### src/rtl/uart_pkg.sv
// Shared UART definitions, used by uart_tx now and by the future uart_rx.
// Contents:
//   uart_state_e        transmitter frame states
//   UART_IDLE_LEVEL     line level while idle and during stop bits
//   UART_START_LEVEL    line level of the start bit
//   UART_DATA_BITS_MIN/MAX  legal range of data bits per frame
package uart_pkg;

  typedef enum logic [2:0] {
    ST_IDLE   = 3'd0,
    ST_ARMED  = 3'd1,
    ST_START  = 3'd2,
    ST_DATA   = 3'd3,
    ST_PARITY = 3'd4,
    ST_STOP   = 3'd5
  } uart_state_e;

  localparam logic UART_IDLE_LEVEL  = 1'b1;
  localparam logic UART_START_LEVEL = 1'b0;

  localparam int UART_DATA_BITS_MIN = 5;
  localparam int UART_DATA_BITS_MAX = 9;

endpackage

### src/rtl/uart_tx.sv
// UART transmitter. Takes bytes over a valid/ready handshake and shifts each
// out LSB first as: start bit, DATA_BITS data bits, optional parity bit,
// STOP_BITS stop bits. baud_tick (from the clock divider) is a one-cycle
// enable marking each bit boundary; the line register only changes on ticks.
//
// Optional feature: define UART_TX_PARITY_EN to insert a parity bit after the
// last data bit (even parity, or odd when PARITY_ODD=1). Without the macro the
// frame has no parity bit and PARITY_ODD is only range-checked.
//
// Ports:
//   clk        system clock, rising edge
//   reset      asynchronous active-high reset; aborts any frame, tx=1
//   baud_tick  one-cycle strobe per bit period
//   in_data    byte to send, sampled on accept (in_valid && in_ready)
//   in_valid   in_data is valid
//   in_ready   transmitter can accept a byte this cycle
//   tx         serial line, idle high
//   busy       a frame is pending or in flight
module uart_tx
  import uart_pkg::*;
#(
  parameter int DATA_BITS  = 8,
  parameter int STOP_BITS  = 1,
  parameter int PARITY_ODD = 0
) (
  input  logic                 clk,
  input  logic                 reset,
  input  logic                 baud_tick,
  input  logic [DATA_BITS-1:0] in_data,
  input  logic                 in_valid,
  output logic                 in_ready,
  output logic                 tx,
  output logic                 busy
);

  localparam int                IDX_W     = $clog2(DATA_BITS);
  localparam logic [IDX_W-1:0]  LAST_IDX  = IDX_W'(DATA_BITS - 1);
  localparam logic              STOP_LAST = (STOP_BITS == 2);

  // Elaboration-time guard against unsupported frame shapes.
  if (DATA_BITS < UART_DATA_BITS_MIN || DATA_BITS > UART_DATA_BITS_MAX) begin : g_bad_data_bits
    $error("uart_tx: DATA_BITS must be in 5..9");
  end
  if (STOP_BITS != 1 && STOP_BITS != 2) begin : g_bad_stop_bits
    $error("uart_tx: STOP_BITS must be 1 or 2");
  end
  if (PARITY_ODD != 0 && PARITY_ODD != 1) begin : g_bad_parity_odd
    $error("uart_tx: PARITY_ODD must be 0 or 1");
  end

  uart_state_e          state;
  logic [DATA_BITS-1:0] shreg;
  logic [IDX_W-1:0]     bit_idx;
  logic [IDX_W-1:0]     next_idx;
  logic                 stop_cnt;
  logic                 last_stop;
  logic                 accept;

  // The final stop bit is the only in-flight slot where a new byte may be
  // taken, which is what makes back-to-back frames gapless.
  assign last_stop = (state == ST_STOP) && (stop_cnt == STOP_LAST);
  assign in_ready  = (state == ST_IDLE) || last_stop;
  assign busy      = (state != ST_IDLE);
  assign accept    = in_valid && in_ready;
  assign next_idx  = bit_idx + 1'b1;

  // Data register: loaded only on accept and read by index, so in_data may
  // change freely while a frame is on the line.
  always_ff @(posedge clk) begin
    if (accept) begin
      shreg <= in_data;
    end
  end

`ifdef UART_TX_PARITY_EN
  localparam logic PAR_SEED = (PARITY_ODD != 0);
  logic parity_bit;

  // Parity is fixed at accept time from the latched byte.
  always_ff @(posedge clk) begin
    if (accept) begin
      parity_bit <= (^in_data) ^ PAR_SEED;
    end
  end
`endif

  // Frame FSM and line register.
  always_ff @(posedge clk or posedge reset) begin
    if (reset) begin
      state    <= ST_IDLE;
      tx       <= UART_IDLE_LEVEL;
      bit_idx  <= '0;
      stop_cnt <= 1'b0;
    end else begin
      case (state)
        // A tick coinciding with accept is ignored here, so the start bit
        // always begins on a later tick.
        ST_IDLE: begin
          if (accept) begin
            state <= ST_ARMED;
          end
        end

        ST_ARMED: begin
          if (baud_tick) begin
            tx    <= UART_START_LEVEL;
            state <= ST_START;
          end
        end

        ST_START: begin
          if (baud_tick) begin
            tx      <= shreg[0];
            bit_idx <= '0;
            state   <= ST_DATA;
          end
        end

        ST_DATA: begin
          if (baud_tick) begin
            if (bit_idx != LAST_IDX) begin
              tx      <= shreg[next_idx];
              bit_idx <= next_idx;
            end else begin
`ifdef UART_TX_PARITY_EN
              tx       <= parity_bit;
              state    <= ST_PARITY;
`else
              tx       <= UART_IDLE_LEVEL;
              stop_cnt <= 1'b0;
              state    <= ST_STOP;
`endif
            end
          end
        end

`ifdef UART_TX_PARITY_EN
        ST_PARITY: begin
          if (baud_tick) begin
            tx       <= UART_IDLE_LEVEL;
            stop_cnt <= 1'b0;
            state    <= ST_STOP;
          end
        end
`endif

        ST_STOP: begin
          if (accept) begin
            // New byte during the final stop bit: if the tick lands in the
            // same cycle the start bit goes out immediately, otherwise wait
            // in ARMED for the next tick. Either way no idle bit is added.
            if (baud_tick) begin
              tx    <= UART_START_LEVEL;
              state <= ST_START;
            end else begin
              state <= ST_ARMED;
            end
          end else if (baud_tick) begin
            if (stop_cnt != STOP_LAST) begin
              stop_cnt <= stop_cnt + 1'b1;
            end else begin
              state <= ST_IDLE;
            end
          end
        end

        default: begin
          state <= ST_IDLE;
          tx    <= UART_IDLE_LEVEL;
        end
      endcase
    end
  end

endmodule

### config.mk
export PLATFORM = sky130hd
export DESIGN_NAME = uart_tx
export DESIGN_NICKNAME = d
export VERILOG_FILES = /design/src/rtl/uart_pkg.sv /design/src/rtl/uart_tx.sv
export SDC_FILE = /design/constraint.sdc
export NUM_CORES = 1
export LEC_CHECK = 0
export ABC_AREA = 1
export CAP_MARGIN = 20
export CORE_MARGIN = 8
export CORE_UTILIZATION = 49
export DETAILED_ROUTE_END_ITERATION = 8
export PLACE_DENSITY = 0.76
export RECOVER_POWER = 100
export SETUP_SLACK_MARGIN = 0.5
export SYNTH_ARGS = -nofsm -noshare
export SYNTH_HDL_FRONTEND = slang
export SYNTH_SLANG_ARGS = --single-unit
### constraint.sdc
create_clock -name clk -period 1.93 [get_ports clk]
set_clock_uncertainty 0.05 [all_clocks]
set_input_delay 0.579 -clock clk [delete_from_list [all_inputs] [get_ports clk]]
set_output_delay 0.579 -clock clk [all_outputs]
set_load 0.01 [all_outputs]
Word level (Yosys, flattened, before mapping):

Cells that the tools add are included.

* flip-flop bits (word level): 16
* input bits: 12
* output and inout port bits: 3
* logic and storage cells: 65

* add/subtract/negate cells: 2
* magnitude comparators: 1
* equality and inequality tests: 16
* mux-type cells: 28
* bitwise operators: 2
* reductions and logical operators: 11

Operators by type and width (count)
* 3-bit 2-to-1 mux: 11
* 2-bit inequality test, second input constant: 9
* 3-bit one-hot mux with 5 select lines: 1
* 1-bit 2-to-1 mux: 11
* 3-bit inequality test, second input constant: 3
* 4-bit AND reduction: 2
* 7-bit AND reduction: 1
* 3-bit by 2-bit == test with 1-bit output, second input constant: 2
* 3-bit one-hot mux with 2 select lines: 1
* 1-bit one-hot mux with 5 select lines: 1
* 5-bit AND reduction: 1
* 3-bit by 4-bit less-than comparator with 1-bit output, second input constant: 1
* 2-bit nonzero test: 2
* 3-bit by 1-bit adder with 3-bit output, second input constant: 1
* 1-bit binary-select mux with 3-bit select: 1
* 3-bit by 1-bit == test with 1-bit output, second input constant: 1
* 3-bit == test, second input constant: 1
* 3-bit logical NOT: 1
* 3-bit nonzero test: 1
* 1-bit logical AND: 2
* 2-bit 2-to-1 mux: 1
* 1-bit inverter: 2
* 1-bit one-hot mux with 2 select lines: 1
* 1-bit adder, second input constant: 1
* 1-bit logical OR: 1

Depth between registers and ports, before layout:

Gate-level depths: netlist of the first run.

* depth in word-level cells: 6
* depth in mapped cells: 8

Least setup slack after synthesis of the first run:

No wires, ideal clock.

* path kind: register to register
* start point: reg state[0]
* end point: reg shreg[0] (enable)
* setup time: 0.375 ns
* arrival time: 1.185 ns
* data required time: 1.505 ns
* path slack: 0.320 ns
* stages on the path, launching flop included: 4
* path buffers: 0
* period minus slack after synthesis: 1.610 ns
* path through: dfrtp_1 -> inv_2 -> nand3_2 -> a21boi_1

* longest elaborated chain between the ends: 4

RTL lines
* from (decl): line uart_tx.sv:51 `uart_state_e state;`
* from (signal assigned): line uart_tx.sv:90 `state <= ST_IDLE;`
* from (signal assigned): line uart_tx.sv:100 `state <= ST_ARMED;`
* from (signal assigned): line uart_tx.sv:107 `state <= ST_START;`
* 3-bit == test: line uart_tx.sv:61 `assign last_stop = (state == ST_STOP) && (stop_cnt == STOP_LAST);`
* 1-bit logical AND: line uart_tx.sv:61
* 1-bit logical OR (*): line uart_tx.sv:62 `assign in_ready = (state == ST_IDLE) || last_stop;`
* 1-bit logical AND (*): line uart_tx.sv:64 `assign accept = in_valid && in_ready;`
* named net accept: line uart_tx.sv:57 `logic accept;`
* to (signal assigned): line uart_tx.sv:71 `shreg <= in_data;`
* to (decl): line uart_tx.sv:52 `logic [DATA_BITS-1:0] shreg;`

Mark *: on every way through the listed nets, which the timed path passes. The rest lies on a longest branch.
A chain may end at the register's enable or synchronous reset.

Final worst setup path of the first run:

* start point: reg state[1]
* end point: reg shreg[0] (enable)

Same word-level chain as after synthesis.

==> metrics.txt, run 1 <==
outcome finished, final reports clean; VDD IR max 945 uV; sequential fraction of the synthesis area 52.7%; Final Wtd Congestion 0.885; HP Class reg -> reg; wirelength, routed 2010 um; synth warn 0; Final Net Count 131; GR Util met3 4.11%; FF+latch count, synth 15; most common cell after layout, fill and taps aside nand2_1; Fmax 564 MHz; busiest grt layer met2; Clock Latency Late Sink 0.29 ns; Port Buffers 14; worst rel slew slack 75.7%; Tmin final 1.77 ns; synthesized area 791 sq um; pre-CTS setup slack 0.0433 ns; LEAKAGE 0.000497 uW; largest net degree at the start of global routing 10; die width 56.2 um; maximum buffer depth of the clock tree 2; critical path type reg -> reg; Final Max Slew Viols 0; fraction of layout cells with a size suffix above 1 39.7%; RSZ-0062 raised after global routing yes; post-route setup slack 0.156 ns; routed length per instance 15.2 um; CTS tree yes; via count 722; Netlist cell types 21; Final setup viols 0; CP max FO 8; Syn Inst Count 85; total track usage 12.2%; Num Clock Sinks 15; # rows 14; Core ar. 1510 sq um; initial DRC count 34; Yosys top cell by area edfxtp_1; Die Y 56.2 um; dpl hpwl 1320 um; fin crit share 91.9%; grt met2 use 21.4%; Initial DRT Pass Iterations 5; root buffer cell clkbuf_4; full die area 3160 sq um; CTS Buf Count 3; Worst Setup Start Kind register; Avg Vias per Cell 5.47; Hold Vio Cnt, Final 0; post-synth top area share 30.4%; Initial Utilization 52.5%; synthesized area per cell 9.30 sq um; GRT met1 Usage 13.1%; setup tns final 0 ns; H-tree Lvls 1; antenna cells 0; Worst Path Required 1.89 ns; crit path DAT 1.73 ns; first-pass GRT wire length 3140 um; CP endpoint kind register; vias in the first global route 725; commonest non-fill, non-tap cells in the layout nand2_1, buf_4, dlygate4sd3_1, edfxtp_1; clk slew on worst S/H paths 0.10 ns; syn nets 99; # DRC 0; Max-cap violations 0; Synth area leaders edfxtp_1, dfrtp_1, nand2_1; pwr dens 1410 nW/um^2; # IOs 15; initial antenna violation count 0; Post-Layout Cell Count 132; post-synthesis to final-layout area growth 43.4%; Routed Antenna Nets 0; worst slew pin tran 0.362 ns; # placed instances 120; GRT Residual Overflow 0; CTS Hold Buffers Added 0
critical path, stage by stage, from the launching register on:
cell and delay (ns):
dfrtp_1 0.45, inv_1 0.14, nand3_4 0.09, buf_4 0.14
buf_6 0.10, buf_6 0.11, a21boi_1 0.24, buf_12 0.17
timing repair:
| item | in CTS | in global routing |
|---|---|---|
| gates resized for setup | 28 | 7 |
| pin swaps | 7 | 3 |
| setup buffers | 6 | 2 |
| setup endpoints to repair | 18 | 18 |
report_power, final:
group | internal (uW) | switching, uW | total, uW | leakage [uW]
Combinational | 434 | 484 | 918 | 0.000318
Sequential | 442 | 53.5 | 495 | 0.000161
Clock | 77.0 | 107 | 184 | 0.0000177
area by class of cell:
| cell class | instances | area, sq um |
|---|---|---|
| Sequential cell | 15 | 418 |
| Multi-Input combinational cell | 60 | 377 |
| Clock buffer | 3 | 22.5 |
| Fill cell | 102 | 373 |
| Inverter | 10 | 40.0 |
| Tap cell | 16 | 20.0 |
| Timing Repair Buffer | 27 | 251 |
| Clock inverter | 1 | 5.00 |
kinds of logic (layout without fill, tap and decap cells):
logic type | count (synthesis) | after routing | share of synthesized area [%]
buffers and inverters | 10 | 41 | 4.75
AND/OR/NAND/NOR | 43 | 43 | 26.4
flip-flops | 15 | 15 | 52.7
adder cells (fa/ha/maj) | 2 | 2 | 3.16
AO/OA/AOI/OAI | 15 | 15 | 13.0
stage by stage:
step                total power, uW  utilization [%]  instance area, sq um  hold slack, ns
finish                         1600             75.2                  1130           0.491
global route                   1690             75.2                  1130           0.495
CTS                            1540             76.1                  1150           0.468
detailed placement             1250             68.3                  1030           0.455
global placement               1230             68.3                  1030           0.454
floorplan                       983                -                   818           0.332
metal layers:
metal  share of wire [%]  vias up
met5                   0        -
met4                0.45        0
met3                 7.7        4
met2                  50       29
met1                  41      337
li1                    -      352
synthesized netlist by cell type, drive strengths merged:
cell type  count
inv           10
edfxtp         8
a22o           1
dfstp          1
dfrtp          6
a21oi          3
nand3         10
nor2           7
a21boi         1
ha             2
nand2         26
o22ai          1
o21ai          8
a211oi         1
flip-flops by register name, indices dropped and copies added (netlist names):
register,count
bit_idx,3
shreg,8
state,3
tx,1
path summary, 6_finish.rpt:
path / start / endpoint / slack (ns) / cells past startpoint
setup / recovery: state[1]$_DFFE_PP0P_ / shreg[0]$_DFFE_PP_ / 0.16 / 7
hold / removal: bit_idx[2]$_DFFE_PP0P_ / bit_idx[2]$_DFFE_PP0P_ / 0.49 / 2
setup reg to reg: state[1]$_DFFE_PP0P_ / shreg[0]$_DFFE_PP_ / 0.16 / 7
hold reg to reg: bit_idx[2]$_DFFE_PP0P_ / bit_idx[2]$_DFFE_PP0P_ / 0.49 / 2
max in group asynchronous: reset / tx$_DFFE_PP1P_ / 0.95 / 2
min in group asynchronous: reset / bit_idx[1]$_DFFE_PP0P_ / 0.60 / 2
Note: power is estimated with default switching activity, not from simulation.
==> inputs of run 2 (changes only) <==
--- a/config.mk
+++ b/config.mk
@@ -6,10 +6,10 @@
 export NUM_CORES = 1
 export LEC_CHECK = 0
 export ABC_AREA = 1
-export CAP_MARGIN = 20
 export CORE_MARGIN = 8
 export CORE_UTILIZATION = 49
 export DETAILED_ROUTE_END_ITERATION = 8
+export GPL_TIMING_DRIVEN = 1
 export PLACE_DENSITY = 0.76
 export RECOVER_POWER = 100
 export SETUP_SLACK_MARGIN = 0.5
==> results of run 2 <==
Same layout as run 1: the final DEF is identical, and so are final timing and power.
